File: src/rtl/div_pkg.sv
// Shared definitions for the restoring divider: FSM state encoding and counter sizing.
package div_pkg;

    typedef enum logic [1:0] {
        S_IDLE = 2'd0,
        S_RUN  = 2'd1,
        S_FIX  = 2'd2,
        S_DONE = 2'd3
    } state_t;

    localparam int DEF_WIDTH = 4;
    localparam int DEF_CNT_W = $clog2(DEF_WIDTH + 1);

    function automatic int cnt_width(input int w);
        return $clog2(w + 1);
    endfunction

endpackage

File: src/rtl/addsub_n.sv
// N-bit adder/subtractor: b is XOR-conditioned by as, which also feeds the carry-in.
module addsub_n #(
    parameter int N = 5
) (
    input  logic [N-1:0] a,
    input  logic [N-1:0] b,
    input  logic         as,
    output logic [N-1:0] s,
    output logic         cout
);

    logic [N:0] sum;

    assign sum  = {1'b0, a} + {1'b0, b ^ {N{as}}} + {{N{1'b0}}, as};
    assign s    = sum[N-1:0];
    assign cout = sum[N];

endmodule

File: src/rtl/restoring_div.sv
// Multi-cycle restoring divider with start/done handshake.
// Define DIV_SIGNED_EN for two's-complement operands (adds the FIX sign-correction state).
module restoring_div
    import div_pkg::*;
#(
    parameter int WIDTH = DEF_WIDTH
) (
    input  logic             clk,
    input  logic             rst_n,
    input  logic             start,
    input  logic [WIDTH-1:0] dividend,
    input  logic [WIDTH-1:0] divisor,
    output logic             busy,
    output logic             done,
    output logic [WIDTH-1:0] quotient,
    output logic [WIDTH-1:0] remainder,
    output logic             div_by_zero
);

    localparam int CW = cnt_width(WIDTH);

    state_t           state, state_next;
    logic [CW-1:0]    cnt;
    logic [WIDTH-1:0] quo_acc, rem_acc, dsr;
    logic [WIDTH-1:0] dividend_mag, divisor_mag;
    logic [WIDTH-1:0] quo_next, rem_next;
    logic [WIDTH:0]   rem_shift, trial, zero_ext;
    logic             trial_cout;
    logic             last_iter;

    assign zero_ext  = '0;
    assign rem_shift = {rem_acc, quo_acc[WIDTH-1]};
    // cout=1 means no borrow: the trial difference replaces the partial remainder
    assign quo_next  = {quo_acc[WIDTH-2:0], trial_cout};
    assign rem_next  = trial_cout ? trial[WIDTH-1:0] : rem_shift[WIDTH-1:0];
    assign last_iter = (cnt == CW'(1));

`ifdef DIV_SIGNED_EN
    logic             neg_q, neg_r;
    logic [WIDTH:0]   as_a, as_b, rem_neg;
    logic             rem_neg_cout;
    logic [WIDTH-1:0] q_fix, r_fix;
    logic             unused_bits;

    function automatic logic [WIDTH-1:0] magnitude(input logic [WIDTH-1:0] v);
        return v[WIDTH-1] ? (~v + WIDTH'(1)) : v;
    endfunction

    assign dividend_mag = magnitude(dividend);
    assign divisor_mag  = magnitude(divisor);

    // The trial subtractor doubles as the quotient negator during FIX
    always_comb begin
        as_a = rem_shift;
        as_b = {1'b0, dsr};
        if (state == S_FIX) begin
            as_a = zero_ext;
            as_b = {1'b0, quo_acc};
        end
    end

    addsub_n #(.N(WIDTH + 1)) u_trial (
        .a    (as_a),
        .b    (as_b),
        .as   (1'b1),
        .s    (trial),
        .cout (trial_cout)
    );

    addsub_n #(.N(WIDTH + 1)) u_rem_neg (
        .a    (zero_ext),
        .b    ({1'b0, rem_acc}),
        .as   (1'b1),
        .s    (rem_neg),
        .cout (rem_neg_cout)
    );

    assign q_fix       = neg_q ? trial[WIDTH-1:0] : quo_acc;
    assign r_fix       = neg_r ? rem_neg[WIDTH-1:0] : rem_acc;
    assign unused_bits = ^{rem_neg[WIDTH], rem_neg_cout};
`else
    logic unused_bits;

    assign dividend_mag = dividend;
    assign divisor_mag  = divisor;

    addsub_n #(.N(WIDTH + 1)) u_trial (
        .a    (rem_shift),
        .b    ({1'b0, dsr}),
        .as   (1'b1),
        .s    (trial),
        .cout (trial_cout)
    );

    assign unused_bits = trial[WIDTH];
`endif

    always_comb begin
        state_next = state;
        case (state)
            S_IDLE: if (start) state_next = (divisor == '0) ? S_DONE : S_RUN;
            S_RUN: begin
                if (last_iter) begin
`ifdef DIV_SIGNED_EN
                    state_next = S_FIX;
`else
                    state_next = S_DONE;
`endif
                end
            end
            S_FIX:   state_next = S_DONE;
            S_DONE:  state_next = S_IDLE;
            default: state_next = S_IDLE;
        endcase
    end

    assign busy = (state == S_RUN) || (state == S_FIX);
    assign done = (state == S_DONE);

    // Working registers carry no reset; they are always loaded on an accepted start
    always_ff @(posedge clk) begin
        if (state == S_IDLE && start) begin
            quo_acc <= dividend_mag;
            rem_acc <= '0;
            dsr     <= divisor_mag;
`ifdef DIV_SIGNED_EN
            neg_q   <= dividend[WIDTH-1] ^ divisor[WIDTH-1];
            neg_r   <= dividend[WIDTH-1];
`endif
        end else if (state == S_RUN) begin
            quo_acc <= quo_next;
            rem_acc <= rem_next;
        end
    end

    always_ff @(posedge clk or negedge rst_n) begin
        if (!rst_n) begin
            state       <= S_IDLE;
            cnt         <= '0;
            quotient    <= '0;
            remainder   <= '0;
            div_by_zero <= 1'b0;
        end else begin
            state <= state_next;
            case (state)
                S_IDLE: begin
                    if (start) begin
                        cnt         <= CW'(WIDTH);
                        div_by_zero <= 1'b0;
                        if (divisor == '0) begin
                            quotient    <= '1;
                            remainder   <= dividend;
                            div_by_zero <= 1'b1;
                        end
                    end
                end
                S_RUN: begin
                    cnt <= cnt - CW'(1);
`ifndef DIV_SIGNED_EN
                    if (last_iter) begin
                        quotient  <= quo_next;
                        remainder <= rem_next;
                    end
`endif
                end
`ifdef DIV_SIGNED_EN
                S_FIX: begin
                    quotient  <= q_fix;
                    remainder <= r_fix;
                end
`endif
                default: ;
            endcase
        end
    end

endmodule

File: config.mk
export PLATFORM = sky130hd
export DESIGN_NAME = restoring_div
export DESIGN_NICKNAME = d
export VERILOG_FILES = /design/src/rtl/div_pkg.sv /design/src/rtl/addsub_n.sv /design/src/rtl/restoring_div.sv
export SDC_FILE = /design/constraint.sdc
export NUM_CORES = 1
export LEC_CHECK = 0
export ABC_AREA = 1
export CAP_MARGIN = 30
export CORE_MARGIN = 8
export CORE_UTILIZATION = 51
export CTS_BUF_LIST = sky130_fd_sc_hd__clkbuf_8
export DETAILED_ROUTE_END_ITERATION = 16
export GPL_TIMING_DRIVEN = 0
export PLACE_DENSITY = 0.78
export SLEW_MARGIN = 15
export SYNTH_ARGS = -nofsm -noshare
export SYNTH_HDL_FRONTEND = slang
export SYNTH_HIERARCHICAL = 1
export SYNTH_SLANG_ARGS = --single-unit
File: constraint.sdc
create_clock -name clk -period 1.75 [get_ports clk]
set_input_delay 0.2625 -clock clk [delete_from_list [all_inputs] [get_ports clk]]
set_output_delay 0.2625 -clock clk [all_outputs]
set_load 0.02 [all_outputs]
; Yosys cells after proc, flatten, opt, wreduce, memory -nomap -nowiden
; Index checks and enable logic that the tools add are counted.
[totals]
out_inout_bits = 11
regBits = 26
in_bits = 11
elab_cells = 47
[op_classes]
n_reduce_logical = 10
mux = 18
eq_ne = 7
bitwise_logic = 1
add_sub_neg = 3
[op_table]
columns = op, count
row1 = $mux 4, 9
row2 = $pmux 4 s2, 2
row3 = $pmux 2 s4, 1
row4 = $add 5x5->6, 1
row5 = $add 6x1->6 const B, 1
row6 = $mux 2, 3
row7 = $pmux 3 s2, 1
row8 = $reduce_and 2->1, 3
row9 = $not 4->5, 1
row10 = $eq 2x2->1 const B, 2
row11 = $logic_not 4->1, 1
row12 = $ne 2x2->1 const B, 2
row13 = $reduce_and 4->1, 1
row14 = $reduce_bool 2->1, 2
row15 = $eq 3x1->1 const B, 1
row16 = $mux 3, 1
row17 = $sub 3x1->3 const B, 1
row18 = $eq 2x1->1 const B, 1
row19 = $logic_not 2->1, 1
row20 = $ne 2x1->1 const B, 1
row21 = $logic_and 1x1->1, 1
row22 = $logic_or 1x1->1, 1
row23 = $mux 1, 1

; Longest topological paths before layout
[depth]
depth_word = 6
ltp_mapped = 16
ltp_nobuf = 15

; Cells and area by module
; The synthesis kept the hierarchy.
[modules_own_cells]
columns = mod, cells_each, area_per_inst_um2, n_inst, seq_area_each_um2
row1 = restoring_div, 150, 1296.2, 1, 670.6
row2 = addsub_n, 44, 309.0, 1, 0.0

; Least setup slack after synthesis
; OpenSTA, ideal clock, no wires.
[synth_timing]
path_kind = register -> register
from = register dsr[2]
to = register remainder[1]
stages_incl_launch_ff = 13
path_slack_ps = 12
required_time_ps = 1633
setup_time_ps = 117
arrival_time_ps = 1621
cell_sequence = edfxtp_1 > xor2_1 > ha_1 > a21oi_1 > nand2_2 > nand2_1 > nand2_1 > inv_1 > nand2_1 > nand3_1 > nand2_1 > nand3_1 > nand2_1
[synth_via]
elab_chain_len = 6
[synth_rtl]
columns = item, line_no
row1 = "start, declared", restoring_div.sv:24  ; logic [WIDTH-1:0] quo_acc, rem_acc, dsr;
row2 = "start signal, assigned", restoring_div.sv:125  ; dsr <= divisor_mag;
row3 = $not 4->5 (no source line), -
row4 = $add 5x5->6, addsub_n.sv:14  ; assign sum = {1'b0, a} + {1'b0, b ^ {N{as}}} + {{N{1'b0}}, as};
row5 = $add 6x1->6, addsub_n.sv:14
row6 = via trial_cout, restoring_div.sv:28  ; logic trial_cout;
row7 = $mux 4, restoring_div.sv:35  ; assign rem_next = trial_cout ? trial[WIDTH-1:0] : rem_shift[WIDTH-1:0];
row8 = $mux 4, restoring_div.sv:160  ; if (last_iter) begin
row9 = $pmux 4 s2, restoring_div.sv:145  ; case (state)
row10 = "end signal, assigned", restoring_div.sv:152  ; remainder <= dividend;
row11 = "end signal, assigned", restoring_div.sv:162  ; remainder <= rem_next;
row12 = "end, declared", restoring_div.sv:16  ; output logic [WIDTH-1:0] remainder,
; The timed path passes the listed nets, and every way through them passes these cells. The select of a mux whose other input is x is not followed.
; A chain may end at the register's enable or synchronous reset.

; Worst setup path after layout
; Ends and elaborated chain as after synthesis.

==> summary.md <==
| Metric | Value |
|---|---|
| Final Max Tran Viols | 0 |
| Post-Syn Nets | 211 |
| CP dominant cell by count | nand2_1 |
| Outcome | complete, but fails checks |
| Vias in the first global route | 1305 |
| Worst hold path class | in -> async |
| Final setup vio count | 7 |
| Post-Syn Instances | 187 |
| Syn Area/Cell | 8.41 um2 |
| Die Y | 71.5 um |
| Routability cong. | 0.770 |
| CP Depth | 12 |
| Final hold viol count | 0 |
| Antenna-violating nets left | 0 |
| R2R Path Start | dsr[2]$_DFFE_PP_ |
| Bufs on Longest Clock Path | 2 |
| Antenna violations before repair | 0 |
| DRT Pass-1 Iters | 4 |
| Clock-pin slew on the worst setup and hold paths | 0.09 ns |
| Peak Freq | 0.549 GHz |
| DR iter-0 viols | 127 |
| Die Width | 71.5 um |
| Fraction of layout cells with a size suffix above 1 | 0.218 |
| Multi-input combinational cell area | 835 um2 |
| Crit path DAT | 1.99 ns |
| Fin util | 0.668 |
| Drt drc | 0 |
| Global-route wire length before repair | 5700 um |
| Die area | 5120 um2 |
| Core area | 3000 um2 |
| Synthesized area | 1570 um2 |
| Slowest cell delay on critical path | 0.42 ns |
| Worst reg2reg path endpoint | remainder[1]$_DFFE_PN0P_ |
| Htree depth | 1 |
| Gr ovfl total | 0 |
| CTS Sinks | 26 |
| Synthesis warning total | 6 |
| Diode count | 0 |
| PortBufs | 21 |
| Crit-path max FO | 6 |
| Filler instances | 234 |
| CTS Hold Bufs | 0 |
| Num rows | 20 |
| Placed instance count | 241 |
| Synth-to-Final Area Change | 27.4% |
| TritonCTS buffer count | 3 |
| PwrDens | 1930 nW/um2 |
| Maximum VDD drop | 1090 uV |
| Max-cap viol count | 0 |
| Worst-skew pair later-pin latency | 0.28 ns |
| Worst reg-to-reg setup slack | -0.07 ns |
| Initial cell density of the core | 0.524 |
| Non-Filler Cell Area, Final | 2000 um2 |
| Fin worst setup slack | -0.0707 ns |
| Final worst path period share | 1.04 |
| GRT Total Usage | 0.140 |
| Post-DP Area | 1820 um2 |
| Vias/cell | 5.05 |
| I/O pin count | 22 |
| Total Neg Setup Slack | -0.318 ns |
| Reg2reg path depth | 12 |
| Critical Path Start Type | register |
| Crit path capture | remainder[1]$_DFFE_PN0P_ |
| Clock Skew | 0.00596 ns |
| Critical path launch point | dsr[2]$_DFFE_PP_ |
| Drt wl/cell | 13.4 um |
| Leakage | 0.00100 uW |
| FF+latch area | 671 um2 |
| Vias | 1258 |
| WS Path Type | reg -> reg |
| Nets@finish | 241 |
| TritonCTS clock tree | built |
| Relative slew slack | 0.580 |
| RSZ-0062 raised after global routing | true |
| Worst path bufs/invs | 1 |
| Slowest stage cell on the critical path | edfxtp_1 |
| Largest net degree at the start of global routing | 15 |
| Non-filler cells, final | 249 |
| Post-DP HPWL | 2300 um |
| CTS root buf | clkbuf_8 |
| Sequence of cells on the critical path | xor2_2 > ha_4 > a21oi_4 > nand2_2 > nand2_2 > nand2_4 > inv_6 > nand2_1 > nand3_2 > nand2_1 > nand3_1 > nand2_1 |
| Fin crit period | 1.82 ns |
| Critical Path End Type | register |
| Worst EP required | 1.92 ns |
| WL final | 3330 um |
| Delay-heaviest family, CP | simple AND/OR/NAND/NOR gates |
| Failing checks | negative setup slack |
| Worst-margin pin slew | 0.629 ns |
| Worst slack at placement | -0.345 ns |
==> metal layers <==
metal / vias to the layer above / global-route usage / share of wire
met5: - / 0 / 0
met4: 0 / 0.0612 / 0.027
met3: 9 / 0.0321 / 0.054
met2: 40 / 0.238 / 0.46
met1: 570 / 0.166 / 0.46
li1: 639 / - / -
==> sequential cells by signal, summed over array words and instances, names as in the netlist <==
register     flops
quo_acc          4
rem_acc          4
remainder        4
div_by_zero      1
quotient         4
cnt              3
state            2
dsr              4
==> stage by stage <==
stage | hold slack, ns | power (uW)
after global routing | 0.432 | 4240
after CTS | 0.391 | 3800
final | 0.370 | 3880
after floorplan | -0.0331 | 2600
after global placement | 0.453 | 3120
after detailed placement | 0.459 | 3180
==> power by group <==
part	leakage [uW]	switching [uW]	internal [uW]
Clock	0.0000288	194	202
Combinational	0.000692	1420	960
Sequential	0.000281	172	934
Total	0.00100	1780	2100
==> worst register-to-register path, delay by kind of cell (launching register included) <==
kind                     cells  cell delay (ns)
AND/OR/NAND/NOR              8             0.56
flip-flops                   1             0.42
adder cells (fa/ha/maj)      1             0.26
XOR/XNOR                     1             0.25
AO/OA/AOI/OAI                1             0.14
buffers and inverters        1             0.09
==> how the worst min path moves through the flow <==
stage	depth (start not counted)	end	slack [ns]
after floorplan	0	cnt[0]$_DFFE_PN0P_	-0.03
after global placement	2	remainder[0]$_DFFE_PN0P_	0.45
after global routing	1	remainder[1]$_DFFE_PN0P_	0.43
after CTS	1	div_by_zero$_DFFE_PN0P_	0.39
final	1	div_by_zero$_DFFE_PN0P_	0.37
after detailed placement	2	quotient[3]$_DFFE_PN0P_	0.46
==> area by class of cell <==
type	count	share of cell area
buffer	4	0.0206
timing repair buffer	25	0.119
multi-input combinational	126	0.416
sequential	26	0.335
clock buffer	4	0.0275
tap	33	0.0206
inverter	31	0.0618
==> cells in the final DEF, fill, tap and decap left out, drive strengths merged, types with 3 or more instances in the layout <==
| master | count |
|---|---|
| a21oi | 4 |
| o21ai | 10 |
| ha | 12 |
| nand2 | 66 |
| xor2 | 4 |
| inv | 30 |
| dfrtp | 14 |
| clkdlybuf4s50 | 19 |
| nor2 | 3 |
| dfxtp | 4 |
| o22ai | 4 |
| buf | 8 |
| edfxtp | 8 |
| nand3 | 18 |
| clkbuf | 4 |
==> what timing repair did <==
item	CTS	global route
setup buffers	3	1
resized for setup	20	5
endpoints found under the setup margin	12	15
pin swaps	11	4
Note: power is estimated with default switching activity, not from simulation.
